<file path="config.mk">
export PLATFORM = sky130hd
export DESIGN_NAME = fetch_flat
export DESIGN_NICKNAME = d
export VERILOG_FILES = /design/src/rtl/fetch_if.sv /design/src/rtl/fetch.sv /design/src/flat_wrapper.sv
export SDC_FILE = /design/constraint.sdc
export NUM_CORES = 1
export LEC_CHECK = 0
export ABC_AREA = 1
export CORE_MARGIN = 10
export CORE_UTILIZATION = 54
export CTS_CLUSTER_DIAMETER = 40
export DETAILED_ROUTE_END_ITERATION = 8
export PLACE_DENSITY = 0.8
export SYNTH_ARGS = -nofsm -noshare
export SYNTH_HDL_FRONTEND = slang
export SYNTH_SLANG_ARGS = --single-unit
</file>
<file path="constraint.sdc">
create_clock -name clk -period 4.6 [get_ports clk]
set_input_delay 0.92 -clock clk [delete_from_list [all_inputs] [get_ports clk]]
set_output_delay 0.92 -clock clk [all_outputs]
set_load 0.05 [all_outputs]
</file>
<file path="src/rtl/fetch_if.sv">
// Instruction-memory request/response bundle between the fetch unit and memory.
interface fetch_if;
   logic        imem_req_valid_o;
   logic        imem_req_ready_i;
   logic [31:0] imem_addr_o;
   logic        imem_rsp_valid_i;
   logic [31:0] imem_rsp_data_i;

   modport master (
      output imem_req_valid_o,
      output imem_addr_o,
      input  imem_req_ready_i,
      input  imem_rsp_valid_i,
      input  imem_rsp_data_i
   );

   modport slave (
      input  imem_req_valid_o,
      input  imem_addr_o,
      output imem_req_ready_i,
      output imem_rsp_valid_i,
      output imem_rsp_data_i
   );
endinterface

</file>
<file path="src/rtl/fetch.sv">
// Instruction fetch unit: issues sequential word fetches, tracks in-flight
// requests, buffers returned words in a 2-entry FIFO for decode and squashes
// stale responses after a redirect.
module fetch #(
   parameter logic [31:0] RESET_PC = 32'h0000_0000
) (
   input  logic        clk,
   input  logic        rst,
   fetch_if.master     imem,
   input  logic        redirect_i,
   input  logic [31:0] redirect_pc_i,
   input  logic        stall_i,
   output logic        instr_valid_o,
   output logic [31:0] instr_o,
   output logic [31:0] pc_o
);

   localparam logic [1:0] ST_IDLE  = 2'd0;
   localparam logic [1:0] ST_FETCH = 2'd1;
   localparam logic [1:0] ST_FLUSH = 2'd2;

   logic [1:0]  state_q, state_d;
   logic [31:0] fetch_pc_q, fetch_pc_d;
   logic [31:0] rsp_pc_q, rsp_pc_d;
   logic [1:0]  out_q, out_d;
   logic [1:0]  disc_q, disc_d;
   logic [1:0]  cnt_q, cnt_d;
   logic        head_q, head_d;
   logic [31:0] buf_instr_q [2];
   logic [31:0] buf_pc_q    [2];

   logic        redir_act;
   logic        req_valid;
   logic        xfer;
   logic        rsp_ok;
   logic        push;
   logic        pop;
   logic        tail;
   logic [1:0]  out_nxt;
   logic [31:0] redir_tgt;

   // Handshake qualifiers: credit check keeps in-flight + buffered words within the 2 slots
   always_comb begin
      redir_act = redirect_i && (state_q != ST_IDLE);
      req_valid = (state_q == ST_FETCH) && !redirect_i &&
                  (({1'b0, out_q} + {1'b0, cnt_q}) < 3'd2);
      xfer      = req_valid && imem.imem_req_ready_i;
      // a response with nothing outstanding is a protocol error and is ignored
      rsp_ok    = imem.imem_rsp_valid_i && (out_q != 2'd0);
      push      = rsp_ok && (state_q == ST_FETCH) && !redirect_i;
      pop       = (cnt_q != 2'd0) && !stall_i;
      tail      = head_q ^ cnt_q[0];
      out_nxt   = out_q + {1'b0, xfer} - {1'b0, rsp_ok};
      redir_tgt = redirect_pc_i & 32'hFFFF_FFFC;
   end

   // Next-state logic: redirect overrides everything, otherwise FSM step plus FIFO update
   always_comb begin
      state_d    = state_q;
      fetch_pc_d = fetch_pc_q;
      rsp_pc_d   = rsp_pc_q;
      out_d      = out_nxt;
      disc_d     = disc_q;
      cnt_d      = cnt_q;
      head_d     = head_q;
      if (redir_act) begin
         // everything still in flight after this cycle belongs to the old path
         state_d    = (out_nxt != 2'd0) ? ST_FLUSH : ST_FETCH;
         disc_d     = out_nxt;
         fetch_pc_d = redir_tgt;
         rsp_pc_d   = redir_tgt;
         cnt_d      = 2'd0;
         head_d     = 1'b0;
      end else begin
         case (state_q)
            ST_IDLE:  state_d = ST_FETCH;
            ST_FETCH: state_d = ST_FETCH;
            ST_FLUSH: begin
               if (rsp_ok) begin
                  disc_d = disc_q - 2'd1;
                  if (disc_q == 2'd1) state_d = ST_FETCH;
               end
            end
            default:  state_d = ST_IDLE;
         endcase
         if (xfer) fetch_pc_d = fetch_pc_q + 32'd4;
         if (push) rsp_pc_d = rsp_pc_q + 32'd4;
         cnt_d  = cnt_q + {1'b0, push} - {1'b0, pop};
         head_d = head_q ^ pop;
      end
   end

   // State, counters and instruction buffer registers
   always_ff @(posedge clk) begin
      if (rst) begin
         state_q        <= ST_IDLE;
         fetch_pc_q     <= RESET_PC;
         rsp_pc_q       <= RESET_PC;
         out_q          <= 2'd0;
         disc_q         <= 2'd0;
         cnt_q          <= 2'd0;
         head_q         <= 1'b0;
         buf_instr_q[0] <= 32'd0;
         buf_instr_q[1] <= 32'd0;
         buf_pc_q[0]    <= 32'd0;
         buf_pc_q[1]    <= 32'd0;
      end else begin
         state_q    <= state_d;
         fetch_pc_q <= fetch_pc_d;
         rsp_pc_q   <= rsp_pc_d;
         out_q      <= out_d;
         disc_q     <= disc_d;
         cnt_q      <= cnt_d;
         head_q     <= head_d;
         if (push) begin
            buf_instr_q[tail] <= imem.imem_rsp_data_i;
            buf_pc_q[tail]    <= rsp_pc_q;
         end
      end
   end

   assign imem.imem_req_valid_o = req_valid;
   assign imem.imem_addr_o      = fetch_pc_q;
   assign instr_valid_o         = (cnt_q != 2'd0);
   assign instr_o               = buf_instr_q[head_q];
   assign pc_o                  = buf_pc_q[head_q];

endmodule
</file>
<file path="src/flat_wrapper.sv">
// flat-port wrapper written by rule: the top's interface ports become plain ports
module fetch_flat 
#(
   parameter logic [31:0] RESET_PC = 32'h0000_0000
)
  (clk, rst, redirect_i, redirect_pc_i, stall_i, instr_valid_o, instr_o, pc_o, imem_imem_req_valid_o, imem_imem_addr_o, imem_imem_req_ready_i, imem_imem_rsp_valid_i, imem_imem_rsp_data_i);
  fetch_if imem_i ();
  input  logic clk;
  input  logic rst;
  input  logic redirect_i;
  input  logic [31:0] redirect_pc_i;
  input  logic stall_i;
  output logic instr_valid_o;
  output logic [31:0] instr_o;
  output logic [31:0] pc_o;
  output wire logic [$bits(imem_i.imem_req_valid_o)-1:0] imem_imem_req_valid_o;
  output wire logic [$bits(imem_i.imem_addr_o)-1:0] imem_imem_addr_o;
  input wire logic [$bits(imem_i.imem_req_ready_i)-1:0] imem_imem_req_ready_i;
  input wire logic [$bits(imem_i.imem_rsp_valid_i)-1:0] imem_imem_rsp_valid_i;
  input wire logic [$bits(imem_i.imem_rsp_data_i)-1:0] imem_imem_rsp_data_i;
  assign imem_imem_req_valid_o = imem_i.imem_req_valid_o;
  assign imem_imem_addr_o = imem_i.imem_addr_o;
  assign imem_i.imem_req_ready_i = imem_imem_req_ready_i;
  assign imem_i.imem_rsp_valid_i = imem_imem_rsp_valid_i;
  assign imem_i.imem_rsp_data_i = imem_imem_rsp_data_i;
  fetch #(.RESET_PC(RESET_PC)) u_core (.clk(clk), .rst(rst), .imem(imem_i), .redirect_i(redirect_i), .redirect_pc_i(redirect_pc_i), .stall_i(stall_i), .instr_valid_o(instr_valid_o), .instr_o(instr_o), .pc_o(pc_o));
endmodule
</file>
==> flow_metrics.py, run 1 <==
metrics = {
    "timing": {
        "max_freq_ghz": 0.278,
        "skew_ps": 6.35,
        "timing.slew.headroom": 0.402,
        "setup_slack_ps": 999,
        "slew_viol_final": 0,
        "setup_violations": 0,
        "rsz0062_at_grt": "no",
        "setup-tns-final_ps": 0,
        "finalHoldViolCount": 0,
        "hold_slack_ps": 540,
        "period_share": 0.783,
        "worstMarginPinSlew_ps": 898,
        "fin_crit_ps": 3600,
    },
    "global_route": {
        "grt_max_degree": 64,
        "grt_overflow_total": 0,
        "grt_pass1_vias": 8477,
        "antenna_found_initial": 0,
        "grtUsageTotal": 0.202,
        "grt_pass1_wl_mm": 42.4,
    },
    "routing": {
        "drt_pass1_iterations": 5,
        "routedWlPerCell_um": 15.2,
        "vias": 8805,
        "drt-met1-wl_mm": 11.4,
        "dr.max_layer_used": "met4",
        "drtIter0Drc": 672,
        "drc": 0,
        "antenna_left": 0,
        "drt_wl_total_mm": 26.0,
        "avgViaCountPerCell": 5.15,
        "wl_met2_mm": 12.0,
        "met3_length_mm": 2.05,
    },
    "floorplan": {
        "rows": 50,
        "die-area_um2": 25500,
        "die_height_um": 160,
        "fp.dieW_um": 160,
        "initial_core_util": 0.555,
        "ios": 168,
        "core_area_um2": 19000,
    },
    "clock_tree": {
        "cts-resized-gates": 0,
        "post_cts_buffers": 0,
        "cts_inserted_buffers": 17,
        "ctsHoldBuffers": 0,
        "cts-root-buf": "clkbuf_16",
        "cts.sinks": 193,
        "clk_latency_ps": 430,
        "htreeDepth": 4,
        "clk_path_buf_depth": 2,
        "cts_tree": "yes",
        "clk_pin_slew_ps": 70,
    },
    "placed_design": {
        "place_hpwl_mm": 17.9,
        "portBuffers": 161,
        "gp_congestion": 0.900,
        "pre_cts_ws_ps": 1090,
        "dpl_cell_area_um2": 12200,
    },
    "power_and_ir_drop": {
        "total_leakage_power_nw": 5.05,
        "internal_power_mw": 3.28,
        "power_density_nw_per_um2": 412,
        "seqPwrFrac": 0.423,
        "comb_power_share": 0.300,
        "switching_power_mw": 1.98,
        "clkPwrFrac": 0.276,
        "netSwitchingFraction": 0.376,
        "irDropWorstVdd_mv": 0.261,
    },
    "worst_setup_path": {
        "r2r_cells": 14,
        "worstSetupPathType": "reg -> out",
        "r2r_start": "u_core.cnt_q[0]",
        "startpoint_type": "flip-flop",
        "cp_data_arrival_time_ps": 2680,
        "rr_endpoint": "u_core.disc_q[1]",
        "worst_ep_required_time_ps": 3680,
        "end_kind": "output pin",
        "cp_max_fo": 50,
        "timing.reg2reg.setup_slack_ps": 2180,
        "critPathLaunch": "u_core.head_q",
    },
    "cells_and_area": {
        "final_cell_mix": "nand2_1 (388), nor2_1 (168), clkdlybuf4s50_1 (161)",
        "fin_nets": 1516,
        "final_common_cell": "nand2_1",
        "finalCoreUtilization": 0.673,
        "postLayoutCellArea_um2": 12800,
        "n_antenna_cell": 0,
        "drive_above_1_share": 0.0999,
        "area_growth_syn_to_layout_pct": 21.3,
    },
    "job": {
        "max-cap-violations": 0,
    },
    "status": {
        "run_status": "finished, final reports clean",
    },
    "yosys": {
        "synth_top_area_share": 0.354,
        "yosys_warnings": 0,
        "ys_seq_elements": 193,
        "netlist_area_um2": 10500,
        "synth.distinct_cells": 43,
        "synth-async-reset-ratio": 0,
        "synth_area_per_cell_um2": 8.09,
        "synth_edf_count": 124,
        "ys_seq_area_frac": 0.485,
        "synth.area.top_cells": "edfxtp_1 (35%), nand2_1 (14%), dfxtp_1 (13%), nor2_4 (6.7%), nor2_1 (6.0%)",
        "synth_top_cell_by_area": "edfxtp_1",
        "synthFlopType": "edfxtp_1",
        "synth_cells": 1301,
    },
    "hold_path": {
        "holdPathEnd": "u_core.imem.imem_addr_o[4]",
        "hold_path_depth": 2,
        "hp-start": "u_core.imem.imem_addr_o[4]",
        "hold_class": "reg -> reg",
    },
}
cell usage after synthesis, types with 3 or more instances:
master    number
nand2_1      390
nor2_1       168
inv_1        135
edfxtp_1     124
nand3_1       88
dfxtp_1       69
nor2_4        63
a21oi_1       53
o21ai_0       50
buf_2         19
clkbuf_1      15
o21ai_1       14
nor2_2        13
a31oi_1       11
buf_4         11
ha_1           7
inv_2          7
buf_12         6
nor3_1         6
buf_6          5
nand2_2        5
nand4_1        5
xor2_1         5
or2_2          4
nand3b_1       3
o211ai_1       3
cell families after synthesis:
group / Yosys count / share of synthesized area
XOR/XNOR: 7 / 0.00583
other: 1 / 0.000356
buffers and inverters: 201 / 0.0911
AND/OR/NAND/NOR: 755 / 0.339
flip-flops: 193 / 0.485
adder cells (fa/ha/maj): 8 / 0.0102
AO/OA/AOI/OAI: 136 / 0.0686
through the flow:
step	power, mW	std cells
after floorplan	3.35	1304
after global placement	3.80	1679
after detailed placement	3.83	1679
after CTS	5.27	1711
after global routing	5.51	1711
final	5.25	1711
worst max-delay path, stage by stage, from the launching register on:
cell and delay (ps):
dfxtp_2 330, inv_2 630, buf_4 300, nand2_1 60, nand2_1 50, clkdlybuf4s50_1 840
power groups by stage:
stage | clock (mW) | combinational [mW] | sequential (mW)
2_1_floorplan | 0 | 0.941 | 2.41
3_3_place_gp | 0 | 1.55 | 2.25
3_5_place_dp | 0 | 1.58 | 2.25
4_1_cts | 1.47 | 1.58 | 2.22
5_1_grt | 1.54 | 1.72 | 2.25
6_report | 1.45 | 1.58 | 2.22
flip-flops by register name (all words and copies together), names as in the netlist:
signal / cells
u_core.head_q: 1
u_core.state_q: 2
u_core.out_q: 2
u_core.disc_q: 2
u_core.rsp_pc_q: 30
u_core.cnt_q: 2
u_core.buf_pc_q: 60
u_core.buf_instr_q: 64
u_core.imem.imem_addr_o: 30
final cells by class:
class                      count  area [µm²]
tap                          260         325
timing repair buffer         172        1730
clock buffer                  17         425
clock inverter                15         151
inverter                     144         543
sequential                   193        5110
fill                        1524        6200
multi-input combinational    910        4470
how the worst max path moves through the flow:
stage	slack, ps	to	depth (start not counted)
final	1000	pc_o[16]	5
after global routing	860	instr_o[18]	5
after CTS	990	pc_o[18]	5
after detailed placement	1090	imem_imem_req_valid_o	5
after global placement	1110	imem_imem_req_valid_o	5
after floorplan	1120	u_core.buf_instr_q[1][0]	9
metal layers:
metal | GRT usage | vias to the layer above
met4 | 0.0636 | 0
met2 | 0.323 | 322
met3 | 0.0491 | 38
met1 | 0.264 | 4026
li1 | - | 4419
met5 | 0 | -
No activity file was read; power rests on OpenSTA's default activity.
==> inputs of run 2 (changes only) <==
Settings changed: CORE_UTILIZATION 54 to 49, PLACE_DENSITY 0.8 to 0.77.
Clock period 4.6 ns to 3.1 ns, I/O delays scaled along.
==> run 2 against run 1 <==
Effect of this change:
- wire length increased by 2.2%
- sequential power rose by 49%
- final cell count grew 1.2%
- global-route usage shrank 1.6 points
- largest cell class unchanged
==> flow_metrics.py, run 2 (same netlist as run 1, synthesis figures left out) <==
metrics = {
    "worst_setup_path": {
        "crit_path_cell_trace": "nand2_1, inv_1, fa_1, inv_1, nand2_1, nor2_2, buf_12",
        "cp_slowest_stage_delay_ps": 410,
        "cp_max_fo": 3,
        "worst_ep_required_time_ps": 2480,
        "cp_data_arrival_time_ps": 1910,
        "end_kind": "output pin",
        "slowest_stage": "fa_1",
        "worstSetupPathType": "reg -> out",
        "startpoint_type": "flip-flop",
        "r2r_cells": 13,
    },
    "job": {
        "max-cap-violations": 0,
    },
    "routing": {
        "drc": 0,
        "drt_wl_total_mm": 26.5,
        "avgViaCountPerCell": 5.08,
        "drtIter0Drc": 748,
        "drt_pass1_iterations": 6,
        "routedWlPerCell_um": 15.3,
        "antenna_left": 0,
        "vias": 8800,
    },
    "placed_design": {
        "portBuffers": 161,
        "place_inst": 1700,
        "dpl_cell_area_um2": 12400,
        "place_hpwl_mm": 18.8,
        "gp_congestion": 0.893,
        "pre_cts_ws_ps": 476,
    },
    "cells_and_area": {
        "fin_nets": 1522,
        "regMostFlops": "u_core.buf_instr_q",
        "largest_register_ff_count": 64,
        "reg_top3": "u_core.buf_instr_q x64, u_core.buf_pc_q x60",
        "fill_cells": 1830,
        "drive_above_1_share": 0.146,
        "final_common_cell": "nand2_1",
        "final_cell_mix": "nand2_1 (388), nor2_1 (168), inv_1 (135)",
        "postLayoutCellArea_um2": 13000,
        "area_growth_syn_to_layout_pct": 23.3,
        "fin_cells": 1732,
        "n_antenna_cell": 0,
        "finalCoreUtilization": 0.615,
    },
    "timing": {
        "slew_viol_final": 0,
        "timing.slew.headroom": 0.521,
        "skew_ps": 7.87,
        "period_share": 0.815,
        "setup-tns-final_ps": 0,
        "setup_slack_ps": 574,
        "finalHoldViolCount": 0,
        "setup_violations": 0,
        "fin_crit_ps": 2530,
        "max_freq_ghz": 0.396,
        "worstMarginPinSlew_ps": 715,
        "rsz0062_at_grt": "no",
        "hold_slack_ps": 521,
    },
    "floorplan": {
        "initial_core_util": 0.499,
        "die_height_um": 167,
        "ios": 168,
        "die-area_um2": 27700,
        "rows": 53,
        "fp.dieW_um": 167,
        "core_area_um2": 21100,
    },
    "global_route": {
        "grt_pass1_vias": 8425,
        "grt_max_degree": 64,
        "antenna_found_initial": 0,
        "grt_pass1_wl_mm": 42.9,
        "grtUsageTotal": 0.186,
        "grt_overflow_total": 0,
    },
    "clock_tree": {
        "cts_inserted_buffers": 17,
        "cts.sinks": 193,
        "cts-root-buf": "clkbuf_16",
        "ctsHoldBuffers": 0,
        "clk_pin_slew_ps": 70,
        "clk_path_buf_depth": 2,
        "cts_tree": "yes",
        "clk_latency_ps": 430,
        "post_cts_buffers": 0,
        "cts-resized-gates": 0,
        "htreeDepth": 4,
    },
    "power_and_ir_drop": {
        "total_power_mw": 7.92,
        "total_leakage_power_nw": 5.26,
        "power_density_nw_per_um2": 610,
        "irDropWorstVdd_mv": 0.399,
    },
    "hold_path": {
        "hold_class": "reg -> reg",
        "hold_path_depth": 2,
    },
    "status": {
        "run_status": "finished, final reports clean",
    },
}
==> run 2: changes by cell type in the layout (fill, tap and decap cells not counted), sizes merged <==
cell / delta
inv: -2
clkbuf: +2
clkdlybuf4s50: -63
bufinv: +1
clkinvlp: +2
buf: +69
clkinv: -3
==> run 2: report_power, final <==
group / switching [mW] / internal [mW] / leakage (nW) / total [mW]
Combinational: 1.65 / 0.778 / 3.14 / 2.43
Clock: 0.982 / 1.21 / 0.274 / 2.19
Sequential: 0.291 / 3.01 / 1.85 / 3.30
Total: 2.93 / 4.99 / 5.26 / 7.92
==> run 2: final cells by class <==
cell class | count | area [µm²] | share of cell area
sequential | 193 | 5110 | 0.394
multi-input combinational | 910 | 4470 | 0.345
clock buffer | 19 | 433 | 0.0334
timing repair buffer | 178 | 1920 | 0.148
inverter | 144 | 543 | 0.0418
clock inverter | 13 | 156 | 0.0121
tap | 275 | 344 | 0.0265
==> run 2: path summary, 6_finish.rpt <==
kind | start | end | slack, ps
setup / recovery | u_core.cnt_q[0] | imem_imem_req_valid_o | 570
hold / removal | u_core.imem.imem_addr_o[4] | u_core.imem.imem_addr_o[4] | 520
setup reg to reg | u_core.cnt_q[0] | u_core.disc_q[1] | 700
hold reg to reg | u_core.imem.imem_addr_o[4] | u_core.imem.imem_addr_o[4] | 520
==> run 2: layer usage <==
layer | vias to the layer above | global-route usage | wire [µm]
met1 | 4019 | 0.248 | 11800
met2 | 316 | 0.290 | 12100
met5 | - | 0 | 0
li1 | 4433 | - | -
met4 | 0 | 0.0557 | 500
met3 | 32 | 0.0511 | 2150
==> run 2: critical path: cells and delay by family, from the launching register on <==
| kind | cells | cell delay (ps) |
|---|---|---|
| adders and majority gates | 1 | 410 |
| DFF | 1 | 400 |
| and+or+nand+nor | 3 | 370 |
| buffers and inverters | 3 | 300 |
